<file path="src/rtl/mem_access_unit_if.sv">
// Data-memory bus between the memory-stage access unit (master) and the
// data memory (slave).
interface mem_access_unit_if;
  logic        dmem_req;
  logic        dmem_we;
  logic [31:0] dmem_addr;
  logic [3:0]  dmem_be;
  logic [31:0] dmem_wdata;
  logic        dmem_ready;
  logic        dmem_rvalid;
  logic [31:0] dmem_rdata;

  modport master (
    output dmem_req, dmem_we, dmem_addr, dmem_be, dmem_wdata,
    input  dmem_ready, dmem_rvalid, dmem_rdata
  );

  modport slave (
    input  dmem_req, dmem_we, dmem_addr, dmem_be, dmem_wdata,
    output dmem_ready, dmem_rvalid, dmem_rdata
  );
endinterface

</file>
<file path="src/rtl/mem_access_unit.sv">
// Memory-stage access unit: turns EX/MEM load/store requests into data-memory
// bus transactions, stalls the upstream pipeline while a transaction is in
// flight, formats store lanes / byte enables and extracts load data.
module mem_access_unit (
  input  logic              clk,
  input  logic              reset,
  input  logic              MemRead_mem,
  input  logic              MemWrite_mem,
  input  logic              MemToReg_mem,
  input  logic              RegWrite_mem,
  input  logic [4:0]        RegWriteAddr_mem,
  input  logic [31:0]       ALUResult_mem,
  input  logic [31:0]       MemWriteData_mem,
  input  logic [1:0]        MemSize_mem,
  input  logic              MemUnsigned_mem,
  mem_access_unit_if.master dmem,
  output logic              MemToReg_out,
  output logic              RegWrite_out,
  output logic [4:0]        RegWriteAddr_out,
  output logic [31:0]       ALUResult_out,
  output logic [31:0]       MemDout_mem,
  output logic              Stall_mem,
  output logic              MisalignErr
);
  localparam logic [1:0] SZ_HALF = 2'b01;
  localparam logic [1:0] SZ_BYTE = 2'b10;

  typedef enum logic [1:0] {IDLE = 2'b00, REQ = 2'b01, WAIT = 2'b10, DONE = 2'b11} state_t;

  state_t      state_q, state_d;
  logic        store_q, store_d;
  logic [31:0] addr_q, addr_d;
  logic [1:0]  size_q, size_d;
  logic        uns_q, uns_d;
  logic [31:0] wdata_q, wdata_d;
  logic        mtr_q, mtr_d;
  logic        rw_q, rw_d;
  logic [4:0]  rwa_q, rwa_d;
  logic [31:0] dout_q, dout_d;
  logic        req_s;
  logic        misalign_s;

  // Size 11 is reserved and behaves as a word everywhere (default branches).
  function automatic logic is_misaligned(input logic [1:0] size, input logic [1:0] a);
    logic m;
    case (size)
      SZ_HALF: m = a[0];
      SZ_BYTE: m = 1'b0;
      default: m = (a != 2'b00);
    endcase
    return m;
  endfunction

  function automatic logic [3:0] byte_enable(input logic [1:0] size, input logic [1:0] a);
    logic [3:0] be;
    case (size)
      SZ_HALF: be = a[1] ? 4'b1100 : 4'b0011;
      SZ_BYTE: be = 4'b0001 << a;
      default: be = 4'b1111;
    endcase
    return be;
  endfunction

  function automatic logic [31:0] store_lanes(input logic [1:0] size, input logic [31:0] d);
    logic [31:0] w;
    case (size)
      SZ_HALF: w = {2{d[15:0]}};
      SZ_BYTE: w = {4{d[7:0]}};
      default: w = d;
    endcase
    return w;
  endfunction

  function automatic logic [31:0] load_extract(input logic [1:0] size, input logic uns,
                                               input logic [1:0] a, input logic [31:0] d);
    logic [7:0]  b;
    logic [15:0] h;
    logic [31:0] r;
    case (a)
      2'b00:   b = d[7:0];
      2'b01:   b = d[15:8];
      2'b10:   b = d[23:16];
      default: b = d[31:24];
    endcase
    h = a[1] ? d[31:16] : d[15:0];
    case (size)
      SZ_HALF: r = {{16{h[15] & ~uns}}, h};
      SZ_BYTE: r = {{24{b[7] & ~uns}}, b};
      default: r = d;
    endcase
    return r;
  endfunction

  // State register and latched transaction fields; reset abandons any transaction.
  always_ff @(posedge clk or negedge reset) begin
    if (!reset) begin
      state_q <= IDLE;
      store_q <= 1'b0;
      addr_q  <= 32'h0000_0000;
      size_q  <= 2'b00;
      uns_q   <= 1'b0;
      wdata_q <= 32'h0000_0000;
      mtr_q   <= 1'b0;
      rw_q    <= 1'b0;
      rwa_q   <= 5'd0;
      dout_q  <= 32'h0000_0000;
    end else begin
      state_q <= state_d;
      store_q <= store_d;
      addr_q  <= addr_d;
      size_q  <= size_d;
      uns_q   <= uns_d;
      wdata_q <= wdata_d;
      mtr_q   <= mtr_d;
      rw_q    <= rw_d;
      rwa_q   <= rwa_d;
      dout_q  <= dout_d;
    end
  end

  // Next-state logic, field latching, load capture and MEM/WB-side outputs.
  always_comb begin
    state_d          = state_q;
    store_d          = store_q;
    addr_d           = addr_q;
    size_d           = size_q;
    uns_d            = uns_q;
    wdata_d          = wdata_q;
    mtr_d            = mtr_q;
    rw_d             = rw_q;
    rwa_d            = rwa_q;
    dout_d           = dout_q;
    req_s            = 1'b0;
    misalign_s       = 1'b0;
    Stall_mem        = 1'b0;
    MemToReg_out     = mtr_q;
    RegWrite_out     = 1'b0;
    RegWriteAddr_out = rwa_q;
    ALUResult_out    = addr_q;
    case (state_q)
      IDLE: begin
        MemToReg_out     = MemToReg_mem;
        RegWrite_out     = RegWrite_mem;
        RegWriteAddr_out = RegWriteAddr_mem;
        ALUResult_out    = ALUResult_mem;
        if (MemRead_mem || MemWrite_mem) begin
          RegWrite_out = 1'b0;
          if (is_misaligned(MemSize_mem, ALUResult_mem[1:0])) begin
            misalign_s = 1'b1;
          end else begin
            Stall_mem = 1'b1;
            state_d   = REQ;
            store_d   = MemWrite_mem;
            addr_d    = ALUResult_mem;
            size_d    = MemSize_mem;
            uns_d     = MemUnsigned_mem;
            wdata_d   = MemWriteData_mem;
            mtr_d     = MemToReg_mem;
            rw_d      = RegWrite_mem;
            rwa_d     = RegWriteAddr_mem;
          end
        end else begin
          Stall_mem = 1'b0;
        end
      end
      REQ: begin
        req_s     = 1'b1;
        Stall_mem = 1'b1;
        if (dmem.dmem_ready) begin
          if (store_q) begin
            state_d = DONE;
          end else if (dmem.dmem_rvalid) begin
            dout_d  = load_extract(size_q, uns_q, addr_q[1:0], dmem.dmem_rdata);
            state_d = DONE;
          end else begin
            state_d = WAIT;
          end
        end else begin
          state_d = REQ;
        end
      end
      WAIT: begin
        Stall_mem = 1'b1;
        if (dmem.dmem_rvalid) begin
          dout_d  = load_extract(size_q, uns_q, addr_q[1:0], dmem.dmem_rdata);
          state_d = DONE;
        end else begin
          state_d = WAIT;
        end
      end
      DONE: begin
        RegWrite_out = rw_q;
        state_d      = IDLE;
      end
      default: begin
        state_d = IDLE;
      end
    endcase
  end

  assign MemDout_mem     = dout_q;
  assign MisalignErr     = misalign_s & reset;
  assign dmem.dmem_req   = req_s;
  assign dmem.dmem_we    = store_q;
  assign dmem.dmem_addr  = {addr_q[31:2], 2'b00};
  assign dmem.dmem_be    = byte_enable(size_q, addr_q[1:0]);
  assign dmem.dmem_wdata = store_lanes(size_q, wdata_q);
endmodule
</file>
<file path="src/flat_wrapper.sv">
// flat-port wrapper written by rule: the top's interface ports become plain ports
module mem_access_unit_flat 
  (clk, reset, MemRead_mem, MemWrite_mem, MemToReg_mem, RegWrite_mem, RegWriteAddr_mem, ALUResult_mem, MemWriteData_mem, MemSize_mem, MemUnsigned_mem, MemToReg_out, RegWrite_out, RegWriteAddr_out, ALUResult_out, MemDout_mem, Stall_mem, MisalignErr, dmem_dmem_req, dmem_dmem_we, dmem_dmem_addr, dmem_dmem_be, dmem_dmem_wdata, dmem_dmem_ready, dmem_dmem_rvalid, dmem_dmem_rdata);
  mem_access_unit_if dmem_i ();
  input  logic clk;
  input  logic reset;
  input  logic MemRead_mem;
  input  logic MemWrite_mem;
  input  logic MemToReg_mem;
  input  logic RegWrite_mem;
  input  logic [4:0] RegWriteAddr_mem;
  input  logic [31:0] ALUResult_mem;
  input  logic [31:0] MemWriteData_mem;
  input  logic [1:0] MemSize_mem;
  input  logic MemUnsigned_mem;
  output logic MemToReg_out;
  output logic RegWrite_out;
  output logic [4:0] RegWriteAddr_out;
  output logic [31:0] ALUResult_out;
  output logic [31:0] MemDout_mem;
  output logic Stall_mem;
  output logic MisalignErr;
  output wire logic [$bits(dmem_i.dmem_req)-1:0] dmem_dmem_req;
  output wire logic [$bits(dmem_i.dmem_we)-1:0] dmem_dmem_we;
  output wire logic [$bits(dmem_i.dmem_addr)-1:0] dmem_dmem_addr;
  output wire logic [$bits(dmem_i.dmem_be)-1:0] dmem_dmem_be;
  output wire logic [$bits(dmem_i.dmem_wdata)-1:0] dmem_dmem_wdata;
  input wire logic [$bits(dmem_i.dmem_ready)-1:0] dmem_dmem_ready;
  input wire logic [$bits(dmem_i.dmem_rvalid)-1:0] dmem_dmem_rvalid;
  input wire logic [$bits(dmem_i.dmem_rdata)-1:0] dmem_dmem_rdata;
  assign dmem_dmem_req = dmem_i.dmem_req;
  assign dmem_dmem_we = dmem_i.dmem_we;
  assign dmem_dmem_addr = dmem_i.dmem_addr;
  assign dmem_dmem_be = dmem_i.dmem_be;
  assign dmem_dmem_wdata = dmem_i.dmem_wdata;
  assign dmem_i.dmem_ready = dmem_dmem_ready;
  assign dmem_i.dmem_rvalid = dmem_dmem_rvalid;
  assign dmem_i.dmem_rdata = dmem_dmem_rdata;
  mem_access_unit u_core (.clk(clk), .reset(reset), .MemRead_mem(MemRead_mem), .MemWrite_mem(MemWrite_mem), .MemToReg_mem(MemToReg_mem), .RegWrite_mem(RegWrite_mem), .RegWriteAddr_mem(RegWriteAddr_mem), .ALUResult_mem(ALUResult_mem), .MemWriteData_mem(MemWriteData_mem), .MemSize_mem(MemSize_mem), .MemUnsigned_mem(MemUnsigned_mem), .dmem(dmem_i), .MemToReg_out(MemToReg_out), .RegWrite_out(RegWrite_out), .RegWriteAddr_out(RegWriteAddr_out), .ALUResult_out(ALUResult_out), .MemDout_mem(MemDout_mem), .Stall_mem(Stall_mem), .MisalignErr(MisalignErr));
endmodule
</file>
<file path="config.mk">
export PLATFORM = sky130hd
export DESIGN_NAME = mem_access_unit_flat
export DESIGN_NICKNAME = d
export VERILOG_FILES = /design/src/rtl/mem_access_unit_if.sv /design/src/rtl/mem_access_unit.sv /design/src/flat_wrapper.sv
export SDC_FILE = /design/constraint.sdc
export NUM_CORES = 1
export LEC_CHECK = 0
export CAP_MARGIN = 15
export CORE_MARGIN = 5
export CORE_UTILIZATION = 55
export CTS_CLUSTER_DIAMETER = 30
export DETAILED_ROUTE_END_ITERATION = 16
export DONT_BUFFER_PORTS = 1
export PLACE_DENSITY = 0.7
export SLEW_MARGIN = 20
export SYNTH_ARGS = -nofsm -noshare
export SYNTH_HDL_FRONTEND = slang
export SYNTH_SLANG_ARGS = --single-unit
export TNS_END_PERCENT = 100
</file>
<file path="constraint.sdc">
create_clock -name clk -period 3.46 [get_ports clk]
set_input_delay 1.038 -clock clk [delete_from_list [all_inputs] [get_ports clk]]
set_output_delay 1.038 -clock clk [all_outputs]
set_load 0.01 [all_outputs]
</file>
==> results.cfg <==
[run_status]
outcome = complete, no violations

[worst_setup_path]
cp.arrival_ns = 2.23
startpoint = u_core.size_q[0]$_DFFE_PN0P_
cp-start-kind = flip-flop
cp-end-kind = primary output
ff2ff_setup_slack_ns = 1.00
crit_type = reg -> out
critPathMaxFanout = 20
cp-endpoint = dmem_dmem_be[0]
ff2ff_path_depth = 6
reg2reg_to = u_core.MemDout_mem[30]$_DFFE_PN0P_
required_ns = 2.42

[clock_network]
clk_pin_slew_worst_paths_ns = 0.10
cts.hold.buffers_added = 0
cts_root_buffer = clkbuf_8
post_cts_resize_count = 0
clock_latency_ns = 0.37
cts_buffers = 9
cts_buffer_depth = 2
cts_tree = built
post_cts.repair.setup_buffers = 0
cts_sinks = 109
htree_levels = 3

[die]
die_area_sq_um = 12900
core-area_sq_um = 10400
die_height_um = 114
start_util_pct = 56.9
row_count = 37
io_pins = 255
fp.dieW_um = 114

[power]
powerDensity_nw_per_um2 = 1110
peakVddDrop_v = 0.000574
p_leak_uw = 0.00254

[timing]
skew_ns = 0.00663
tns_ns = 0
fin_crit_ns = 3.27
hold_viol_final = 0
hold_ws_ns = 0.346
fmax_ghz = 0.306
worst_pin_slew_ns = 0.925
setup_violations = 0
max_slew_margin_pct = 38.4
rsz0062_at_grt = no
fin_crit_sh_pct = 94.6
slew_violations = 0

[route]
first_pass_iters = 4
drt_wl_total_mm = 14.3
drt_iter0_markers = 323
route.detailed.drc = 0
ant_nets = 0
avgViaCountPerCell = 6.25
vias = 3971
wire_per_inst_um = 22.5

[global_route]
grt_antenna_before_repair = 0
grt_pass1_vias = 4232
overflow = 0
use_met2_pct = 35.9
grt-busiest-layer = met2
grtUsageMet3_pct = 7.27
grtUsageMet1_pct = 25.5
grt_pass1_wl_mm = 22.2
grt_max_degree = 111
grt_usage_pct = 21.5

[synthesis]
synth_compound_area_share_pct = 9.99
yosys_warnings = 0
syn_area_per_cell_sq_um = 10.8
yosysSeqAreaShare_pct = 46.0
synth_mux_area_share_pct = 23.2
ys.flop_type = dfrtp_1
async_reset_ff_share_pct = 100
synth_xor_area_share_pct = 0
syn-instance-count = 550
syn_area_sq_um = 5920
synth_edf_count = 0
synth_seq_cells = 109
synth_fa_ha_area_share_pct = 1.69
synth_simple_gate_area_share_pct = 10.5
synth_top_family_by_area = multiplexers
ys_types = 45

[job]
drv_cap = 0

[final_layout]
final_common_cell = mux2_2
fin_util_pct = 56.5
multiInputGateArea_sq_um = 2710
fin_area_sq_um = 5880
diodes = 0
final_cells = 635
final_cell_mix = mux2_2, dfrtp_1, nand2_1, nand3_1, nor2_1
filler_cell_count = 897
regArea_sq_um = 2730
num-nets-final = 614
drive_gt1_share_pct = 30.9
area_growth_pct = -0.676

[place]
hpwlAfterDp_mm = 10.5
dp.cells = 619
port_buffers = 0
globalplace.congestion = 0.841
placed_area_sq_um = 5710

[min_path]
holdCritPathClass = in -> async
==> state kept, by name, indices dropped and copies added, names as in the netlist, named ones only <==
| signal | count |
|---|---|
| u_core.wdata_q | 32 |
| u_core.MemDout_mem | 32 |
| u_core.size_q | 2 |
| u_core.rw_q | 1 |
| u_core.state_q | 1 |
| u_core.addr_q | 32 |
| u_core.uns_q | 1 |
| u_core.dmem.dmem_we | 1 |
| u_core.mtr_q | 1 |
| u_core.rwa_q | 5 |
==> layer usage <==
metal	part of all wire, %	vias to the layer above
met5	0	-
met4	2.3	0
met3	11	25
met2	49	198
met1	37	1961
li1	-	1787
==> kinds of logic after synthesis <==
group,after synthesis
mux,122
flops,109
fa+ha+maj,8
compound gates,80
other cells,1
buf+inv,87
simple gates,143
==> power by group <==
| part | internal [uW] | switching [uW] |
|---|---|---|
| Sequential | 1900 | 761 |
| Combinational | 1370 | 1800 |
| Clock | 281 | 426 |
| Total | 3550 | 2990 |
==> how the worst min path moves through the flow <==
| stage | from | to | slack (ns) |
|---|---|---|---|
| after floorplan | u_core.mtr_q$_DFFE_PN0P_ | u_core.mtr_q$_DFFE_PN0P_ | 0.48 |
| after global placement | u_core.rwa_q[0]$_DFFE_PN0P_ | u_core.rwa_q[0]$_DFFE_PN0P_ | 0.49 |
| after detailed placement | u_core.wdata_q[19]$_DFFE_PN0P_ | u_core.wdata_q[19]$_DFFE_PN0P_ | 0.49 |
| after CTS | reset | u_core.addr_q[13]$_DFFE_PN0P_ | 0.33 |
| after global routing | reset | u_core.addr_q[16]$_DFFE_PN0P_ | 0.32 |
| final | reset | u_core.addr_q[12]$_DFFE_PN0P_ | 0.35 |
==> stage by stage <==
stage                     power, uW  setup slack (ns)
after floorplan                5430             0.228
after global placement         5770             0.298
after detailed placement       5880             0.265
after CTS                      6590            0.0635
after global routing           7010            0.0215
final                          6540             0.188
==> cells in the mapped netlist (2+ instances only) <==
library cell	n	area, sq um
or2_2	3	18.8
a21oi_1	7	35.0
ha_1	8	100
a22oi_1	8	60.1
a31oi_1	8	50.1
mux2_2	119	1340
mux2i_1	2	20.0
clkbuf_1	16	60.1
buf_1	7	26.3
buf_4	40	300
a22o_1	8	70.1
a221oi_1	8	70.1
buf_2	14	70.1
nor2_1	24	90.1
a21o_1	2	15.0
nand2b_1	2	12.5
nand3_1	38	190
dfrtp_1	109	2730
a32oi_1	4	35.0
nand2_1	69	259
inv_1	9	33.8
o211ai_1	4	30.0
o21ai_0	19	95.1
==> final cells by class <==
cell class	count	area share, %
clock inverter	4	0.404
multi-input combinational	355	46.0
tap	136	2.89
timing repair buffer	10	1.28
inverter	9	0.574
clock buffer	12	2.47
sequential	109	46.4
==> critical path, stage by stage, from the launching register on <==
cell       delay, ns
dfrtp_1         0.38
inv_1           0.05
ha_2            0.54
buf_4           0.32
inv_1           0.25
a2bb2oi_2       0.32
No activity file was read; power rests on OpenSTA's default activity.
